## src/rtl/ddr3_lane_read_train_ctrl.sv

```systemverilog
// Per-lane DDR3 read-training sequencer. It sweeps the IOD input delay against the MPR
// pattern, finds the first contiguous passing window, then parks the delay at the window centre.
module ddr3_lane_read_train_ctrl #(
  parameter int unsigned TAP_MAX       = 127,
  parameter int unsigned SETTLE_CYCLES = 8,
  parameter int unsigned SAMPLE_CYCLES = 16,
  parameter logic [7:0]  EXP_PATTERN   = 8'h55,
  parameter bit          USE_EYE_MON   = 1'b1,
  parameter int unsigned MIN_WINDOW    = 4
) (
  input  logic       FAB_CLK,
  input  logic       ARST_N,
  input  logic       TRAIN_START,
  input  logic [7:0] RX_DATA,
  input  logic       EYE_MONITOR_EARLY,
  input  logic       EYE_MONITOR_LATE,
  input  logic       DELAY_LINE_OUT_OF_RANGE,
  output logic       DELAY_LINE_LOAD,
  output logic       DELAY_LINE_MOVE,
  output logic       DELAY_LINE_DIRECTION,
  output logic       EYE_MONITOR_CLEAR_FLAGS,
  output logic       BUSY,
  output logic       TRAIN_DONE,
  output logic       TRAIN_FAIL,
  output logic [7:0] TAP_VALUE,
  output logic [7:0] WINDOW_WIDTH
);

  localparam logic [7:0] TAP_MAX_L     = 8'(TAP_MAX);
  localparam logic [7:0] SETTLE_LAST   = 8'(SETTLE_CYCLES - 1);
  localparam logic [7:0] SETTLE_L      = 8'(SETTLE_CYCLES);
  localparam logic [7:0] SAMPLE_LAST   = 8'(SAMPLE_CYCLES - 1);
  localparam logic [7:0] MIN_WINDOW_L  = 8'(MIN_WINDOW);

  typedef enum logic [3:0] {
    S_IDLE, S_LOAD, S_CLEAR, S_SETTLE, S_SAMPLE,
    S_EVAL, S_STEP, S_CENTER, S_DONE, S_FAIL
  } state_t;

  state_t     state_q;
  logic [7:0] tap_q, first_q, last_q, target_q, width_q, cnt_q;
  logic       have_q, bad_q;
  logic       load_q, move_q, dir_q, clr_q, busy_q, done_q, fail_q;

  logic       sample_bad;
  logic       tap_pass;
  logic       have_d;
  logic       at_end;
  logic       close_win;
  logic [7:0] first_d, last_d, width_d, target_d;
  logic [8:0] sum_d;

  // Window bookkeeping as it will stand once the current tap's verdict is folded in.
  always_comb begin
    sample_bad = (RX_DATA != EXP_PATTERN) ||
                 (USE_EYE_MON && (EYE_MONITOR_EARLY || EYE_MONITOR_LATE));
    tap_pass   = ~bad_q;
    have_d     = have_q | tap_pass;
    first_d    = have_q ? first_q : tap_q;
    last_d     = tap_pass ? tap_q : last_q;
    width_d    = last_d - first_d + 8'd1;
    sum_d      = {1'b0, first_d} + {1'b0, last_d};
    target_d   = sum_d[8:1];
    at_end     = (tap_q == TAP_MAX_L) || DELAY_LINE_OUT_OF_RANGE;
    close_win  = (!tap_pass && have_q) || (at_end && have_d);
  end

  always_ff @(posedge FAB_CLK or negedge ARST_N) begin
    if (!ARST_N) begin
      state_q  <= S_IDLE;
      tap_q    <= '0;
      first_q  <= '0;
      last_q   <= '0;
      target_q <= '0;
      width_q  <= '0;
      cnt_q    <= '0;
      have_q   <= 1'b0;
      bad_q    <= 1'b0;
      load_q   <= 1'b0;
      move_q   <= 1'b0;
      dir_q    <= 1'b0;
      clr_q    <= 1'b0;
      busy_q   <= 1'b0;
      done_q   <= 1'b0;
      fail_q   <= 1'b0;
    end else begin
      case (state_q)
        S_IDLE, S_DONE, S_FAIL: begin
          if (TRAIN_START) begin
            state_q <= S_LOAD;
            load_q  <= 1'b1;
            busy_q  <= 1'b1;
            done_q  <= 1'b0;
            fail_q  <= 1'b0;
            tap_q   <= '0;
            width_q <= '0;
            have_q  <= 1'b0;
          end
        end

        S_LOAD: begin
          load_q  <= 1'b0;
          clr_q   <= 1'b1;
          state_q <= S_CLEAR;
        end

        S_CLEAR: begin
          clr_q   <= 1'b0;
          cnt_q   <= '0;
          state_q <= S_SETTLE;
        end

        S_SETTLE: begin
          if (cnt_q == SETTLE_LAST) begin
            cnt_q   <= '0;
            bad_q   <= 1'b0;
            state_q <= S_SAMPLE;
          end else begin
            cnt_q <= cnt_q + 8'd1;
          end
        end

        S_SAMPLE: begin
          bad_q <= bad_q | sample_bad;
          if (cnt_q == SAMPLE_LAST) begin
            cnt_q   <= '0;
            state_q <= S_EVAL;
          end else begin
            cnt_q <= cnt_q + 8'd1;
          end
        end

        S_EVAL: begin
          if (tap_pass) begin
            first_q <= first_d;
            last_q  <= last_d;
            have_q  <= 1'b1;
          end
          if (close_win) begin
            width_q <= width_d;
            if (width_d < MIN_WINDOW_L) begin
              state_q <= S_FAIL;
              fail_q  <= 1'b1;
              busy_q  <= 1'b0;
            end else begin
              // Direction flips now so it leads the first decrement by a cycle.
              state_q  <= S_CENTER;
              target_q <= target_d;
              dir_q    <= 1'b0;
              cnt_q    <= SETTLE_L;
            end
          end else if (at_end) begin
            state_q <= S_FAIL;
            fail_q  <= 1'b1;
            busy_q  <= 1'b0;
          end else begin
            state_q <= S_STEP;
            move_q  <= 1'b1;
            dir_q   <= 1'b1;
            tap_q   <= tap_q + 8'd1;
          end
        end

        S_STEP: begin
          move_q  <= 1'b0;
          clr_q   <= 1'b1;
          state_q <= S_CLEAR;
        end

        // Walk back one tap at a time, letting the line settle between moves.
        S_CENTER: begin
          if (move_q) begin
            move_q <= 1'b0;
            cnt_q  <= '0;
          end else if (tap_q <= target_q) begin
            state_q <= S_DONE;
            done_q  <= 1'b1;
            busy_q  <= 1'b0;
          end else if (cnt_q >= SETTLE_L) begin
            move_q <= 1'b1;
            tap_q  <= tap_q - 8'd1;
          end else begin
            cnt_q <= cnt_q + 8'd1;
          end
        end

        default: state_q <= S_IDLE;
      endcase
    end
  end

  assign DELAY_LINE_LOAD         = load_q;
  assign DELAY_LINE_MOVE         = move_q;
  assign DELAY_LINE_DIRECTION    = dir_q;
  assign EYE_MONITOR_CLEAR_FLAGS = clr_q;
  assign BUSY                    = busy_q;
  assign TRAIN_DONE              = done_q;
  assign TRAIN_FAIL              = fail_q;
  assign TAP_VALUE               = tap_q;
  assign WINDOW_WIDTH            = width_q;

endmodule

```

## config.mk

```make
export PLATFORM = sky130hd
export DESIGN_NAME = ddr3_lane_read_train_ctrl
export DESIGN_NICKNAME = d
export VERILOG_FILES = /design/src/rtl/ddr3_lane_read_train_ctrl.sv
export SDC_FILE = /design/constraint.sdc
export NUM_CORES = 1
export LEC_CHECK = 0
export ABC_AREA = 1
export CORE_MARGIN = 2
export CORE_UTILIZATION = 23
export CTS_CLUSTER_DIAMETER = 120
export DETAILED_ROUTE_END_ITERATION = 10
export PLACE_DENSITY = 0.39
export SETUP_SLACK_MARGIN = 0.15
export SLEW_MARGIN = 10
export SYNTH_ARGS = -nofsm -noshare
export SYNTH_HDL_FRONTEND = slang
export SYNTH_SLANG_ARGS = --single-unit
```

## constraint.sdc

```tcl
create_clock -name FAB_CLK -period 5.6 [get_ports FAB_CLK]
set_clock_uncertainty 0.1 [all_clocks]
set_input_delay 1.12 -clock FAB_CLK [delete_from_list [all_inputs] [get_ports FAB_CLK]]
set_output_delay 1.12 -clock FAB_CLK [all_outputs]
set_load 0.01 [all_outputs]
```

# Word level (Yosys, flattened, before mapping)
# Cells that the tools add are included.
[classes] n_addsub=6 multipliers=0 div_mod_pow=0 n_lt_le_gt_ge=3 eq_ne=31 n_shift=0 n_mux=57 n_bitwise=4 n_reduce_logical=31
[op_table] cell="8-bit two-way mux" count=16
[op_table] cell="8-bit case mux with 5 select lines" count=1
[op_table] cell="4-bit two-way mux" count=8
[op_table] cell="4-bit case mux with 7 select lines" count=1
[op_table] cell="2-bit != test, second input constant" count=13
[op_table] cell="8-bit by 1-bit adder with 8-bit output, second input constant" count=3
[op_table] cell="8-bit case mux with 3 select lines" count=1
[op_table] cell="1-bit two-way mux" count=21
[op_table] cell="4-bit by 3-bit == test with 1-bit output, second input constant" count=4
[op_table] cell="8-bit case mux with 2 select lines" count=1
[op_table] cell="3-bit AND reduction" count=5
[op_table] cell="3-bit != test, second input constant" count=4
[op_table] cell="1-bit case mux with 2 select lines" count=6
[op_table] cell="5-bit AND reduction" count=2
[op_table] cell="2-bit nonzero test" count=5
[op_table] cell="8-bit by 8-bit adder with 9-bit output" count=1
[op_table] cell="4-bit by 2-bit == test with 1-bit output, second input constant" count=2
[op_table] cell="4-bit == test, second input constant" count=2
[op_table] cell="8-bit by 3-bit == test with 1-bit output, second input constant" count=1
[op_table] cell="8-bit by 4-bit == test with 1-bit output, second input constant" count=1
[op_table] cell="8-bit by 7-bit == test with 1-bit output, second input constant" count=1
[op_table] cell="8-bit by 4-bit >= comparator with 1-bit output, second input constant" count=1
[op_table] cell="8-bit less-or-equal comparator" count=1
[op_table] cell="8-bit by 3-bit < comparator with 1-bit output, second input constant" count=1
[op_table] cell="other kinds (19)" count=30
[totals] register_bits=61 latch_bits=0 mem_bits_rw=0 mem_bits_ro=0 input_bits=14 output_inout_bits=23 elab_cells=148 n_memories=0

# Longest topological paths before layout
[logic_depth] ltp_word=7 ltp_mapped=20 ltp_nobuf=19

# Least setup slack after synthesis
# Ideal clock, no wire load.
[synth_path] kind="flip-flop to flip-flop" start="reg have_q" end="reg dir_q, in the netlist DELAY_LINE_DIRECTION" setup_time_ns=0.083 t_arrival_ns=3.059 setup_slack_ns=2.358 stages_incl_launch_ff=20 n_path_buf=3 cell_sequence="dfrtp_1 clkbuf_1 clkbuf_1 nand2_1 o21ai_0 inv_1 ha_1 inv_1 ha_1 fa_1 inv_1 nand2_1 a21oi_1 nand3_1 nor2_1 nand3_1 nand2_4 buf_2 nand2_1 o21ai_0"
[synth_via] elab_chain_len=6 word_cells_on_any_way=12
[synth_lines] item="start, declared" line="42" text="logic have_q, bad_q;"
[synth_lines] item="start signal, assigned" line="77" text="have_q <= 1'b0;"
[synth_lines] item="start signal, assigned" line="97" text="have_q <= 1'b0;"
[synth_lines] item="start signal, assigned" line="137" text="have_q <= 1'b1;"
[synth_lines] item="8-bit two-way mux" line="59" text="first_d = have_q ? first_q : tap_q;"
[synth_lines] item="net first_d[1]" line="50" text="logic [7:0] first_d, last_d, width_d, target_d;"
[synth_lines] item="8-bit subtractor" line="61" text="width_d = last_d - first_d + 8'd1;"
[synth_lines] item="8-bit by 1-bit adder with 8-bit output" line="61"
[synth_lines] item="8-bit by 3-bit < comparator with 1-bit output" line="141" text="if (width_d < MIN_WINDOW_L) begin"
[synth_lines] item="2-bit != test (no line)"
[synth_lines] item="3-bit AND reduction (no line)"
[synth_lines] item="end signal, assigned" line="81" text="dir_q <= 1'b0;"
[synth_lines] item="end signal, assigned" line="149" text="dir_q <= 1'b0;"
[synth_lines] item="end signal, assigned" line="159" text="dir_q <= 1'b1;"
[synth_lines] item="end, declared" line="43" text="logic load_q, move_q, dir_q, clr_q, busy_q, done_q, fail_q;"
# The timed path passes the listed nets, and every way through them passes these cells.
# A chain may end at the register's enable or synchronous reset.

# Final worst setup path
[layout_path] start="reg bad_q" end="reg cnt_q[5]"
[layout_via] elab_chain_len=6 word_cells_on_any_way=12
[layout_lines] item="start, declared" line="42"
[layout_lines] item="start signal, assigned" line="124" text="bad_q <= bad_q | sample_bad;"
[layout_lines] item="8-bit two-way mux / 1-bit NOT (equally long branches)"
[layout_lines] item="8-bit subtractor / 1-bit bitwise OR (equally long branches)" line="61, 58"
[layout_lines] item="8-bit by 1-bit adder with 8-bit output / 1-bit logical AND (equally long branches)" line="61, 65"
[layout_lines] item="8-bit by 3-bit < comparator with 1-bit output / 1-bit logical OR (equally long branches)" line="141, 65"
[layout_lines] item="2-bit != test (no line)"
[layout_lines] item="5-bit AND reduction (no line) (*)"
[layout_lines] item="end signal, assigned" line="119" text="cnt_q <= cnt_q + 8'd1;"
[layout_lines] item="end signal, assigned" line="129" text="cnt_q <= cnt_q + 8'd1;"
[layout_lines] item="end signal, assigned" line="183" text="cnt_q <= cnt_q + 8'd1;"
[layout_lines] item="end, declared" line="41" text="logic [7:0] tap_q, first_q, last_q, target_q, width_q, cnt_q;"
# Mark *: on every way between the ends. The rest lies on a longest branch, timed or not.

==> flow_summary.json <==
{
  "worst_pin_slew_ns": 0.815,
  "yosys.cell_types.count": 32,
  "finalMaxSlewViolations": 0,
  "syn_area_per_cell_um2": 7.30,
  "vias": 3808,
  "cts-htree-levels": 3,
  "cp.arrival_ns": 3.98,
  "fp.dieW_um": 140,
  "setup_slack_ns": 1.80,
  "wirelength_um": 11800,
  "grt_overflow_total": 0,
  "synth-async-reset-ratio_pct": 100,
  "die-area_um2": 19500,
  "antenna_left": 0,
  "diodes": 0,
  "post-cts-setup-buffers": 0,
  "grt_start_max_net_pins": 62,
  "cts_resized": 0,
  "wl_per_cell_um": 13.8,
  "initial_utilization_pct": 23.5,
  "syn_inst": 581,
  "maxCapViolCount": 0,
  "leakage_nw": 2.59,
  "hold_class": "flop to flop",
  "yosysWarnings": 0,
  "relSlewSlack_pct": 45.7,
  "gp_congestion": 0.849,
  "rsz0062_at_grt": "no",
  "cts_root_buf": "clkbuf_16",
  "critPathLaunchType": "flop",
  "yosysSeqAreaShare_pct": 36.0,
  "status": "finished clean",
  "cts.sinks": 61,
  "yosys-top-cells-count": "nand2_1, inv_1, dfrtp_1",
  "dpl.hpwl_um": 8990,
  "min_from": "first_q[7]",
  "fillers": 1980,
  "grt_use_total_pct": 12.6,
  "clkLatencyLatePin_ns": 0.34,
  "max_freq_mhz": 263,
  "p_per_area_nw_per_um2": 483,
  "io_pins": 37,
  "critPathMaxFanout": 20,
  "netlist_area_um2": 4240,
  "syn_to_final_growth_pct": 21.7,
  "synth_top_cell_area_share_pct": 36.0,
  "post-place-ws_ns": 1.84,
  "synth_most_common_cell": "nand2_1",
  "final_area_um2": 5160,
  "startpoint": "bad_q",
  "vdd_drop_max_mv": 0.184,
  "portBuffers": 36,
  "synth-seq-cells": 61,
  "core_um2": 18000,
  "cp-end-kind": "flop",
  "setup_viol": 0,
  "drive_gt1_share_pct": 5.44,
  "placed_area_um2": 4850,
  "drtPass1Iterations": 4,
  "cts_tree": "built",
  "grt_pass1_wl_um": 19600,
  "cts_hold_buffers": 0,
  "drt_iter0_markers": 146,
  "fin_crit_sh_pct": 67.8,
  "synth_ff_type": "dfrtp_1",
  "antenna_found_initial": 0,
  "critical_path_class": "flop to flop",
  "period_minus_slack_ns": 3.80,
  "drc": 0,
  "via_per_inst": 4.46,
  "yosysTopAreaCell": "dfrtp_1",
  "synth.area.top_cells": "dfrtp_1, nand2_1, ha_1",
  "fp.dieH_um": 140,
  "cp.required_ns": 5.78,
  "num_rows": 49,
  "cts.path.max_buffers": 2,
  "r2r-start": "bad_q",
  "grt_pass1_vias": 3869,
  "synthesis.nets": 635,
  "cts_buffers": 9,
  "path_clk_slew_ns": 0.06,
  "hold_violations": 0,
  "finalSetupTns_ns": 0,
  "final_net_count": 674,
  "synth_edf_count": 0
}
## flip-flops by register name, indices dropped and copies added, names as in the netlist
name,count
have_q,1
TRAIN_DONE,1
EYE_MONITOR_CLEAR_FLAGS,1
cnt_q,8
TAP_VALUE,8
last_q,8
TRAIN_FAIL,1
state_q,4
DELAY_LINE_LOAD,1
target_q,8
WINDOW_WIDTH,8
first_q,8
DELAY_LINE_DIRECTION,1
BUSY,1
bad_q,1
DELAY_LINE_MOVE,1
## critical path: stages (launching register included)
cell and delay [ns]:
dfrtp_1 0.76, inv_1 0.18, or2_2 0.30, o21ai_0 0.22, ha_1 0.34, inv_1 0.09
ha_1 0.21, fa_1 0.46, a21oi_1 0.15, nand3_1 0.10, nor2_1 0.22, nand4_1 0.26
nand2_2 0.24, nand2_1 0.07, nand2_1 0.06
## worst paths after layout
check | cells past startpoint | to | slack [ns]
setup / recovery | 14 | cnt_q[5] | 1.80
hold / removal | 2 | first_q[7] | 0.37
setup reg to reg | 14 | cnt_q[5] | 1.80
hold reg to reg | 2 | first_q[7] | 0.37
max in group asynchronous | 2 | WINDOW_WIDTH[4] | 4.01
min in group asynchronous | 2 | TAP_VALUE[5] | 0.86
## placed cells by master (no fill, tap or decap), drive strengths merged, types with 9 or more instances in the layout
cell type	netlist	routed
a21oi	27	27
o21ai	57	57
ha	37	37
inv	92	92
nand3	35	35
xor2	13	13
dfrtp	61	61
nand4	9	9
nand2	172	172
clkdlybuf4s50	0	35
nor2	39	39
clkbuf	7	11
## where the power goes
group / switching, mW / leakage (nW) / internal, mW
Sequential: 0.132 / 0.820 / 0.544
Combinational: 0.769 / 1.62 / 0.447
Clock: 0.212 / 0.153 / 0.388
## cell families (layout without fill, tap and decap cells)
kind of cell	after synthesis	in the layout	share of synthesized area [%]
buf+inv	101	145	9.00
simple gates	266	266	26.7
flops	61	61	36.0
compound gates	94	94	12.1
xor+xnor	19	19	3.92
fa+ha+maj	40	40	12.3
## through the flow
step,utilization (%),hold WS (ns),std cells,power (mW)
after floorplan,-,0.342,581,1.46
after CTS,28.6,0.384,854,2.52
after detailed placement,26.9,0.372,838,1.90
final,28.6,0.375,854,2.49
after global routing,28.6,0.419,854,2.71
after global placement,26.9,0.361,838,1.88
## layout make-up
type,instances,area [um2],area share [%]
Multi-Input combinational cell,419,2330,45.2
Sequential cell,61,1530,29.6
Timing Repair Buffer,37,363,7.03
Inverter,92,345,6.69
Tap cell,229,287,5.55
Clock buffer,11,233,4.51
Clock inverter,5,75.1,1.45
## per-layer routing
metal / vias to the layer above / track usage (%) / part of all wire [%]
met1: 1801 / 17.2 / 49
met3: 15 / 1.96 / 2.8
met2: 57 / 19.9 / 46
li1: 1935 / - / -
met4: 0 / 5.53 / 2.2
met5: - / 0 / 0
No activity file was read; power rests on OpenSTA's default activity.
